===== config.mk =====
export PLATFORM = sky130hd
export DESIGN_NAME = shift_sequencer
export DESIGN_NICKNAME = d
export VERILOG_FILES = /design/src/rtl/shift_sequencer.sv
export SDC_FILE = /design/constraint.sdc
export NUM_CORES = 1
export LEC_CHECK = 0
export ABC_CLOCK_PERIOD_IN_PS = 4500
export CELL_PAD_IN_SITES_DETAIL_PLACEMENT = 1
export CELL_PAD_IN_SITES_GLOBAL_PLACEMENT = 2
export CORE_UTILIZATION = 29
export CTS_CLUSTER_DIAMETER = 150
export CTS_CLUSTER_SIZE = 8
export DETAILED_ROUTE_END_ITERATION = 6
export HOLD_SLACK_MARGIN = 0.1
export PLACE_DENSITY = 0.95
export SYNTH_ARGS = -nofsm -noshare
export SYNTH_HDL_FRONTEND = slang
export SYNTH_SLANG_ARGS = --single-unit

===== constraint.sdc =====
create_clock -name clk -period 4.5 [get_ports clk]
set_input_delay 1.125 -clock clk [delete_from_list [all_inputs] [get_ports clk]]
set_output_delay 1.125 -clock clk [all_outputs]
set_load 0.02 [all_outputs]

===== src/rtl/shift_sequencer.sv =====
// shift_sequencer: drives an external single-step shifter once per cycle to shift by 0..2^AMT_W-1.
// Optional SHIFT_SEQ_EARLY_EXIT_EN finishes early once the value reaches a fixed point of the op.
module shift_sequencer #(
   parameter int WIDTH = 16,
   parameter int AMT_W = 4
) (
   input  logic             clk,
   input  logic             reset,
   input  logic             start,
   input  logic [1:0]       op,
   input  logic [AMT_W-1:0] amount,
   input  logic [WIDTH-1:0] din,
   input  logic [WIDTH-1:0] sh_out,
   output logic [WIDTH-1:0] sh_in,
   output logic [1:0]       sh_shift,
   output logic             busy,
   output logic             done,
   output logic [WIDTH-1:0] result
);
   typedef enum logic [1:0] {IDLE, RUN, DONE} state_t;
   state_t state, nstate;
   logic [WIDTH-1:0] acc;
   logic [AMT_W-1:0] cnt;
   logic [1:0] op_q;
   logic accept, fast, last;
`ifdef SHIFT_SEQ_EARLY_EXIT_EN
   // further steps cannot change a fixed point, so stopping there leaves the result unchanged
   function automatic logic fixed_pt(input logic [WIDTH-1:0] v, input logic [1:0] o);
      return (v == '0) || (o == 2'b11 && v == '1);
   endfunction
   assign fast = (amount == '0) || (op == 2'b00) || fixed_pt(din, op);
   assign last = (cnt == AMT_W'(1)) || fixed_pt(sh_out, op_q);
`else
   assign fast = (amount == '0) || (op == 2'b00);
   assign last = cnt == AMT_W'(1);
`endif
   always_ff @(posedge clk or posedge reset)
      if (reset) state <= IDLE;
      else state <= nstate;
   always_comb begin
      accept   = start && (state != RUN);
      nstate   = state == RUN ? (last ? DONE : RUN) : accept ? (fast ? DONE : RUN) : IDLE;
      busy     = state == RUN;
      done     = state == DONE;
      sh_shift = busy ? op_q : 2'b00;
      sh_in    = acc;
   end
   always_ff @(posedge clk or posedge reset)
      if (reset) begin
         acc    <= '0;
         cnt    <= '0;
         op_q   <= 2'b00;
         result <= '0;
      end else if (accept) begin
         acc  <= din;
         op_q <= op;
         cnt  <= amount;
         if (fast) result <= din;
      end else if (state == RUN) begin
         acc <= sh_out;
         cnt <= cnt - 1'b1;
         if (last) result <= sh_out;
      end
endmodule


Word level (Yosys, flattened, before mapping)
Cells that the tools add are included.
- register bits after elaboration: 40
- output and inout bits: 36
- logic and storage cells: 31
- $add $sub $neg: 1
- equality and inequality tests: 5
- multiplexer cells: 13
- reduce and logical (&&, ||, !) cells: 7
- operators by type and width (cell ; count):
    $mux 16 ; 6
    $mux 2 ; 5
    $mux 4 ; 2
    $eq 4x1->1 const B ; 1
    $logic_not 4->1 ; 1
    $ne 2x1->1 const B ; 2
    $reduce_bool 2->1 ; 2
    $sub 4x1->4 const B ; 1
    $reduce_and 3->1 ; 1
    $eq 2x1->1 const B ; 1
    $eq 2x2->1 const B ; 1
    $logic_not 2->1 ; 1
    $logic_and 1x1->1 ; 1
    $logic_or 1x1->1 ; 1

Depth between registers and ports, before layout
Gate-level depths: netlist (run 1).
- depth in word-level cells: 5
- gate-level depth with buffers: 7
- gate-level depth less buffers: 6

Least setup slack after synthesis (run 1)
No wires, ideal clock.
- kind: register to output
- start point: register state[1]
- end point: output sh_shift[0]
- arrival: 1.313 ns
- required time: 3.375 ns
- slack: 2.062 ns
- stages on the path, launching flop included: 6
- path buffers: 2
- path through: dfrtp_1 > nand2b_2 > inv_2 > buf_2 > buf_2 > and2_1
- cells in the longest elaborated chain, start to end: 2
- ends and longest elaborated chain (item ; RTL line ; RTL):
    start: declaration ; 21 ; state_t state, nstate;
    start signal: assignment ; 39 ; else state <= nstate;
    $eq 2x1->1 ; 43 ; busy = state == RUN;
    net busy ; 16 ; output logic busy,
    $mux 2 ; 45 ; sh_shift = busy ? op_q : 2'b00;
    end: declaration ; 15 ; output logic [1:0] sh_shift,
The timed path passes the listed nets, and every way through them passes these cells.

Worst setup path after layout (run 1)
- start point: register state[0]
- end point: output sh_shift[0]
- cells in the longest elaborated chain, start to end: 2
- ends and longest elaborated chain (item ; RTL line):
    $eq 2x1->1 ; 43
    $mux 2 ; 45
Every way passes these cells.

==> impl_metrics.json, run 1 <==
{
  "ys_ff_latch": 40,
  "max_slew_margin": 0.269,
  "fin_util": 0.424,
  "gr-total-overflow": 0,
  "cts_tree": "built",
  "rsz0062_at_grt": "no",
  "post-route-drc-count": 0,
  "ys_seq_area_frac": 0.450,
  "synthDistinctLibCells": 36,
  "fin_crit_sh": 0.816,
  "crit_type": "reg2out",
  "cp-end-kind": "primary output",
  "hold_violations": 0,
  "yosys.area.top_type_share": 0.450,
  "yosys.cell_count.top_type": "nand2_1",
  "root_buffer": "clkbuf_8",
  "die_w_um": 89.5,
  "final-seq-area_um2": 1000,
  "ios": 77,
  "antenna_found_initial": 0,
  "p_sw_w": 0.000943,
  "die-height_um": 89.5,
  "status": "finished clean",
  "fmax_mhz": 272,
  "fin_nets": 347,
  "viasPerCell": 5.02,
  "start_kind": "register",
  "p_leak_nw": 1.34,
  "p_int_w": 0.00123,
  "grt_pass1_wl_um": 10900,
  "fin_cells": 404,
  "fin_crit_ns": 3.67,
  "setup_viol": 0,
  "met1_usage": 0.242,
  "ir_drop_mv": 0.331,
  "cts_htree_levels": 2,
  "grt_use_met2": 0.284,
  "gp_congestion": 0.836,
  "grt_usage": 0.180,
  "syn_nets": 276,
  "synth_common_cells": "47 x nand2_1, 40 x dfrtp_1, 18 x a21oi_1",
  "detail_route.iter0.violations": 72,
  "synth-async-reset-ratio": 1.00,
  "syn_to_final_growth_pct": 39.8,
  "finalWirelength_um": 6550,
  "worstPathArrival_ns": 2.55,
  "cts.clk_slew.worst_paths_ns": 0.08,
  "clk_latency_ns": 0.29,
  "multi_input_area_um2": 1080,
  "antenna_cells": 0,
  "top_usage_layer": "met2",
  "swShare": 0.434,
  "clkPwrFrac": 0.115,
  "fp-row-count": 31,
  "finalClockSkew_ns": 0.0102,
  "syn_inst": 233,
  "pwr-share-comb": 0.568,
  "dieArea_um2": 8020,
  "fill_cells": 826,
  "via_count": 2030,
  "fp.coreArea_um2": 7330,
  "netlist_top_cells_area": "dfrtp_1 45%, nand2_1 7.9%, mux2i_1 7.2%, nand3b_1 4.4%, o21a_1 4.4%",
  "initial_core_util": 0.303,
  "grt_pass1_vias": 2185,
  "synthesis.area_um2": 2220,
  "path_max_fanout": 39,
  "grt_start_max_net_pins": 41,
  "post-cts-setup-buffers": 0,
  "finalMaxSlewViolations": 0,
  "met3_usage": 0.0452,
  "ctsLongestPathBuffers": 2,
  "ys_warn_count": 0,
  "synth_top_cell_by_area": "dfrtp_1",
  "detail-route-antenna-nets": 0,
  "synth_ff_type": "dfrtp_1",
  "hold_buffers": 0,
  "cts_buffers": 5,
  "drv_cap": 0,
  "required_ns": 3.38,
  "cts_sinks": 40,
  "drive_gt1_frac": 0.0721,
  "hold_path.class": "reg2reg",
  "p_per_area_nw_per_um2": 700,
  "worst_pin_slew_ns": 1.09,
  "dp_hpwl_um": 4620,
  "avgSynthCellArea_um2": 9.54,
  "seqPwrFrac": 0.317,
  "numPortBuffers": 76,
  "tns_ns": 0,
  "wl_per_cell_um": 16.2,
  "dr.pass1.iters": 4,
  "cts_resized": 0,
  "synth_edf_count": 0,
  "dp.cells": 396
}
-- layout by cell type (no fill, tap or decap), types with 2 or more instances in the layout --
cell type,Yosys,layout
clkdlybuf4s50_1,0,76
clkbuf_1,1,2
o22ai_1,3,3
mux2i_1,16,16
o21ai_0,12,12
nand2_1,47,47
and2_1,3,3
o211ai_1,2,2
inv_1,7,6
nor2_1,5,5
buf_4,3,3
nand3b_1,13,13
nor2_2,2,2
clkbuf_8,0,6
mux2_2,2,2
dfrtp_1,40,40
o21a_1,13,13
a21oi_1,18,18
ha_1,2,2
a221oi_1,11,11
a221oi_2,2,2
o21ai_1,6,6
-- cells by family after synthesis --
family | synth area share
multiplexers | 0.0822
AND/OR/NAND/NOR | 0.187
flip-flops | 0.450
AO/OA/AOI/OAI | 0.205
buffers and inverters | 0.0642
adder cells (fa/ha/maj) | 0.0113
-- metal layers --
| metal | wire [µm] | vias up |
|---|---|---|
| met5 | 0 | - |
| li1 | - | 967 |
| met1 | 3110 | 988 |
| met3 | 507 | 4 |
| met4 | 58 | 0 |
| met2 | 2870 | 71 |
-- sequential cells by signal, indices dropped and copies added (netlist names) --
name,flops
cnt,4
op_q,2
result,16
sh_in,16
state,2
-- critical path, stage by stage (launching register included) --
cell             delay, ns
dfrtp_1               0.65
nand2b_2              0.26
inv_2                 0.53
and2_1                0.21
clkdlybuf4s50_1       0.60
-- power groups by stage --
stage                     Clock, W  Combinational, W  Sequential (W)
after floorplan                  0          0.000639        0.000835
after global placement           0           0.00122        0.000688
after detailed placement         0           0.00124        0.000694
after CTS                 0.000263           0.00125        0.000692
after global routing      0.000271           0.00137        0.000719
final                     0.000250           0.00123        0.000689
-- stage by stage --
| stage | hold WS, ns | area [µm²] | setup slack [ns] | power [W] |
|---|---|---|---|---|
| 2_1_floorplan | 0.472 | 2220 | 2.06 | 0.00147 |
| 3_3_place_gp | 0.459 | 3020 | 1.26 | 0.00190 |
| 3_5_place_dp | 0.462 | 3020 | 1.15 | 0.00194 |
| 4_1_cts | 0.484 | 3110 | 0.808 | 0.00221 |
| 5_1_grt | 0.510 | 3110 | 0.645 | 0.00236 |
| 6_report | 0.475 | 3110 | 0.827 | 0.00217 |
-- area by class of cell --
type                       instances  share of cell area
multi-input combinational        170               0.347
clock buffer                       8              0.0290
inverter                           8             0.00967
sequential                        40               0.322
tap                               99              0.0399
timing repair buffer              79               0.252
-- worst paths after layout --
kind | slack, ns | end | cells past startpoint | start
max reg2reg | 2.22 | result[9]$_DFFE_PP0P_ | 5 | cnt[1]$_DFFE_PP0P_
min reg2reg | 0.48 | sh_in[6]$_DFFE_PP0P_ | 2 | sh_in[6]$_DFFE_PP0P_
max in group asynchronous | 2.86 | sh_in[15]$_DFFE_PP0P_ | 3 | reset
min | 0.48 | sh_in[6]$_DFFE_PP0P_ | 2 | sh_in[6]$_DFFE_PP0P_
min in group asynchronous | 1.26 | sh_in[5]$_DFFE_PP0P_ | 3 | reset
max | 0.83 | sh_shift[0] | 4 | state[0]$_DFF_PP0_
(Power assumes the default switching activity.)
==> run 2, diff against run 1 <==
==> config.mk (replaced) <==
export PLATFORM = sky130hd
export DESIGN_NAME = shift_sequencer
export DESIGN_NICKNAME = d
export VERILOG_FILES = /design/src/rtl/shift_sequencer.sv
export SDC_FILE = /design/constraint.sdc
export NUM_CORES = 1
export LEC_CHECK = 0
export ABC_CLOCK_PERIOD_IN_PS = 3100
export CELL_PAD_IN_SITES_DETAIL_PLACEMENT = 1
export CELL_PAD_IN_SITES_GLOBAL_PLACEMENT = 2
export CORE_UTILIZATION = 24
export CTS_CLUSTER_DIAMETER = 150
export CTS_CLUSTER_SIZE = 8
export DETAILED_ROUTE_END_ITERATION = 6
export HOLD_SLACK_MARGIN = 0.1
export PLACE_DENSITY = 0.86
export SYNTH_ARGS = -nofsm -noshare
export SYNTH_HDL_FRONTEND = slang
export SYNTH_SLANG_ARGS = --single-unit
==> constraint.sdc (replaced) <==
create_clock -name clk -period 3.1 [get_ports clk]
set_input_delay 0.775 -clock clk [delete_from_list [all_inputs] [get_ports clk]]
set_output_delay 0.775 -clock clk [all_outputs]
set_load 0.02 [all_outputs]
==> run 2 against run 1 <==
Compared with the run above:
- highest routed layer unchanged
- first-iteration DRC count down 44%
- critical endpoint unchanged
- clock skew down 0.0053 ns
- global-route usage down 2.2 points
==> impl_metrics.json, run 2 (synthesis results as in run 1) <==
{
  "status": "finished clean",
  "gr-total-overflow": 0,
  "initial_core_util": 0.251,
  "post-route-drc-count": 0,
  "dieArea_um2": 9650,
  "grt_pass1_wl_um": 11800,
  "cts_buffers": 5,
  "worstPathArrival_ns": 1.95,
  "drive_gt1_frac": 0.0903,
  "crit_type": "reg2out",
  "tns_ns": 0,
  "worst-path-stages": 4,
  "fin_cells": 418,
  "wl_per_cell_um": 17.2,
  "detail_route.iter0.violations": 40,
  "hold_buffers": 0,
  "cts_tree": "built",
  "finalWirelength_um": 7190,
  "dp_hpwl_um": 5240,
  "start_kind": "register",
  "hold_path.class": "reg2reg",
  "dr.pass1.iters": 6,
  "hold_depth": 2,
  "fin_nets": 352,
  "cts.clk_slew.worst_paths_ns": 0.08,
  "die-height_um": 98.2,
  "most-common-layout-cells": "76 x clkdlybuf4s50_1, 47 x nand2_1, 40 x dfrtp_1",
  "grt_usage": 0.157,
  "critical_path.max_stage_delay_ns": 0.61,
  "power_w": 0.00331,
  "max_slew_margin": 0.333,
  "layout_setup_ws_ns": 0.380,
  "post-cts-setup-buffers": 0,
  "ff2ff_path_depth": 6,
  "path_buf_inv": 2,
  "fp.coreArea_um2": 8850,
  "fin_crit_ns": 2.72,
  "drv_cap": 0,
  "path_max_fanout": 12,
  "cts_htree_levels": 2,
  "setup_viol": 0,
  "cpMaxStageDelayCell": "clkdlybuf4s50_1",
  "root_buffer": "clkbuf_8",
  "fin_crit_sh": 0.877,
  "fp-row-count": 34,
  "worst_pin_slew_ns": 1.00,
  "finalClockSkew_ns": 0.00494,
  "grt_pass1_vias": 2320,
  "ios": 77,
  "cp_cell_sequence": "nand2b_2 -> inv_2 -> and2_1 -> clkdlybuf4s50_1",
  "cts_resized": 0,
  "ir_drop_mv": 0.583,
  "p_leak_nw": 1.38,
  "hold_violations": 0,
  "r2r_slack_ns": 1.04,
  "numPortBuffers": 76,
  "cts_sinks": 40,
  "antenna_cells": 0,
  "grt_start_max_net_pins": 31,
  "detail-route-antenna-nets": 0,
  "die_w_um": 98.2,
  "required_ns": 2.32,
  "p_per_area_nw_per_um2": 1040,
  "ctsLongestPathBuffers": 2,
  "final_common_cell": "clkdlybuf4s50_1",
  "dp.cells": 410,
  "finalMaxSlewViolations": 0,
  "cp-end-kind": "primary output",
  "gp_congestion": 0.715,
  "clk_latency_ns": 0.30,
  "rsz0062_at_grt": "no",
  "critical-path-top-delay-family": "buffers and inverters",
  "antenna_found_initial": 0,
  "viasPerCell": 4.89,
  "fmax_mhz": 368,
  "syn_to_final_growth_pct": 42.8,
  "pre_cts_slack_ns": 0.364,
  "via_count": 2046
}
-- run 2: cell types whose count changed in the layout (fill, tap and decap cells not counted), sizes merged --
cell and delta:
clkbuf -2, clkinv +1, bufinv +1, buf +5
-- run 2: cell type report --
cell class,instances,area [µm²]
multi-input combinational,170,1080
tap,108,135
fill,1023,5680
clock buffer,6,72.6
inverter,8,30.0
sequential,40,1000
timing repair buffer,84,821
clock inverter,2,35.0
-- run 2: routing by layer --
metal | up-vias | track usage | share of wire
met5 | - | 0 | 0
met1 | 1012 | 0.189 | 0.44
li1 | 968 | - | -
met2 | 58 | 0.274 | 0.49
met3 | 8 | 0.0458 | 0.056
met4 | 0 | 0.0413 | 0.012
-- run 2: path summary, 6_finish.rpt --
kind	startpoint	to
max in group asynchronous	reset	sh_in[3]$_DFFE_PP0P_
min reg2reg	sh_in[2]$_DFFE_PP0P_	sh_in[2]$_DFFE_PP0P_
min	sh_in[2]$_DFFE_PP0P_	sh_in[2]$_DFFE_PP0P_
max	state[1]$_DFF_PP0_	sh_shift[0]
max reg2reg	cnt[1]$_DFFE_PP0P_	result[3]$_DFFE_PP0P_
min in group asynchronous	reset	result[0]$_DFFE_PP0P_
-- run 2: per-stage QoR --
stage	area, µm²	hold WS [ns]	utilization
global route	3170	0.503	0.359
CTS	3170	0.484	0.359
detailed placement	3070	0.464	0.346
global placement	3070	0.464	0.346
floorplan	2220	0.472	-
finish	3170	0.482	0.359
-- run 2: power breakdown --
part	internal [W]	leakage [nW]	total (W)	switching [W]
Combinational	0.000844	0.842	0.00190	0.00106
Clock	0.000239	0.0552	0.000431	0.000191
Sequential	0.000790	0.478	0.000979	0.000190
Total	0.00187	1.38	0.00331	0.00144
-- run 2: worst reg2reg max path, stage by stage (launching register included) --
cell and delay [ns]:
dfrtp_1 0.39, inv_1 0.11, ha_1 0.18, or3b_4 0.42, nor2_1 0.48, buf_4 0.27
a221oi_1 0.10
==> run 3, diff against run 2 <==
--- a/config.mk
+++ b/config.mk
@@ -5,6 +5,7 @@
 export SDC_FILE = /design/constraint.sdc
 export NUM_CORES = 1
 export LEC_CHECK = 0
+export ABC_AREA = 0
 export ABC_CLOCK_PERIOD_IN_PS = 3100
 export CELL_PAD_IN_SITES_DETAIL_PLACEMENT = 1
 export CELL_PAD_IN_SITES_GLOBAL_PLACEMENT = 2
==> results of run 3 <==
Final layout, timing and power as in run 2 (identical DEF).
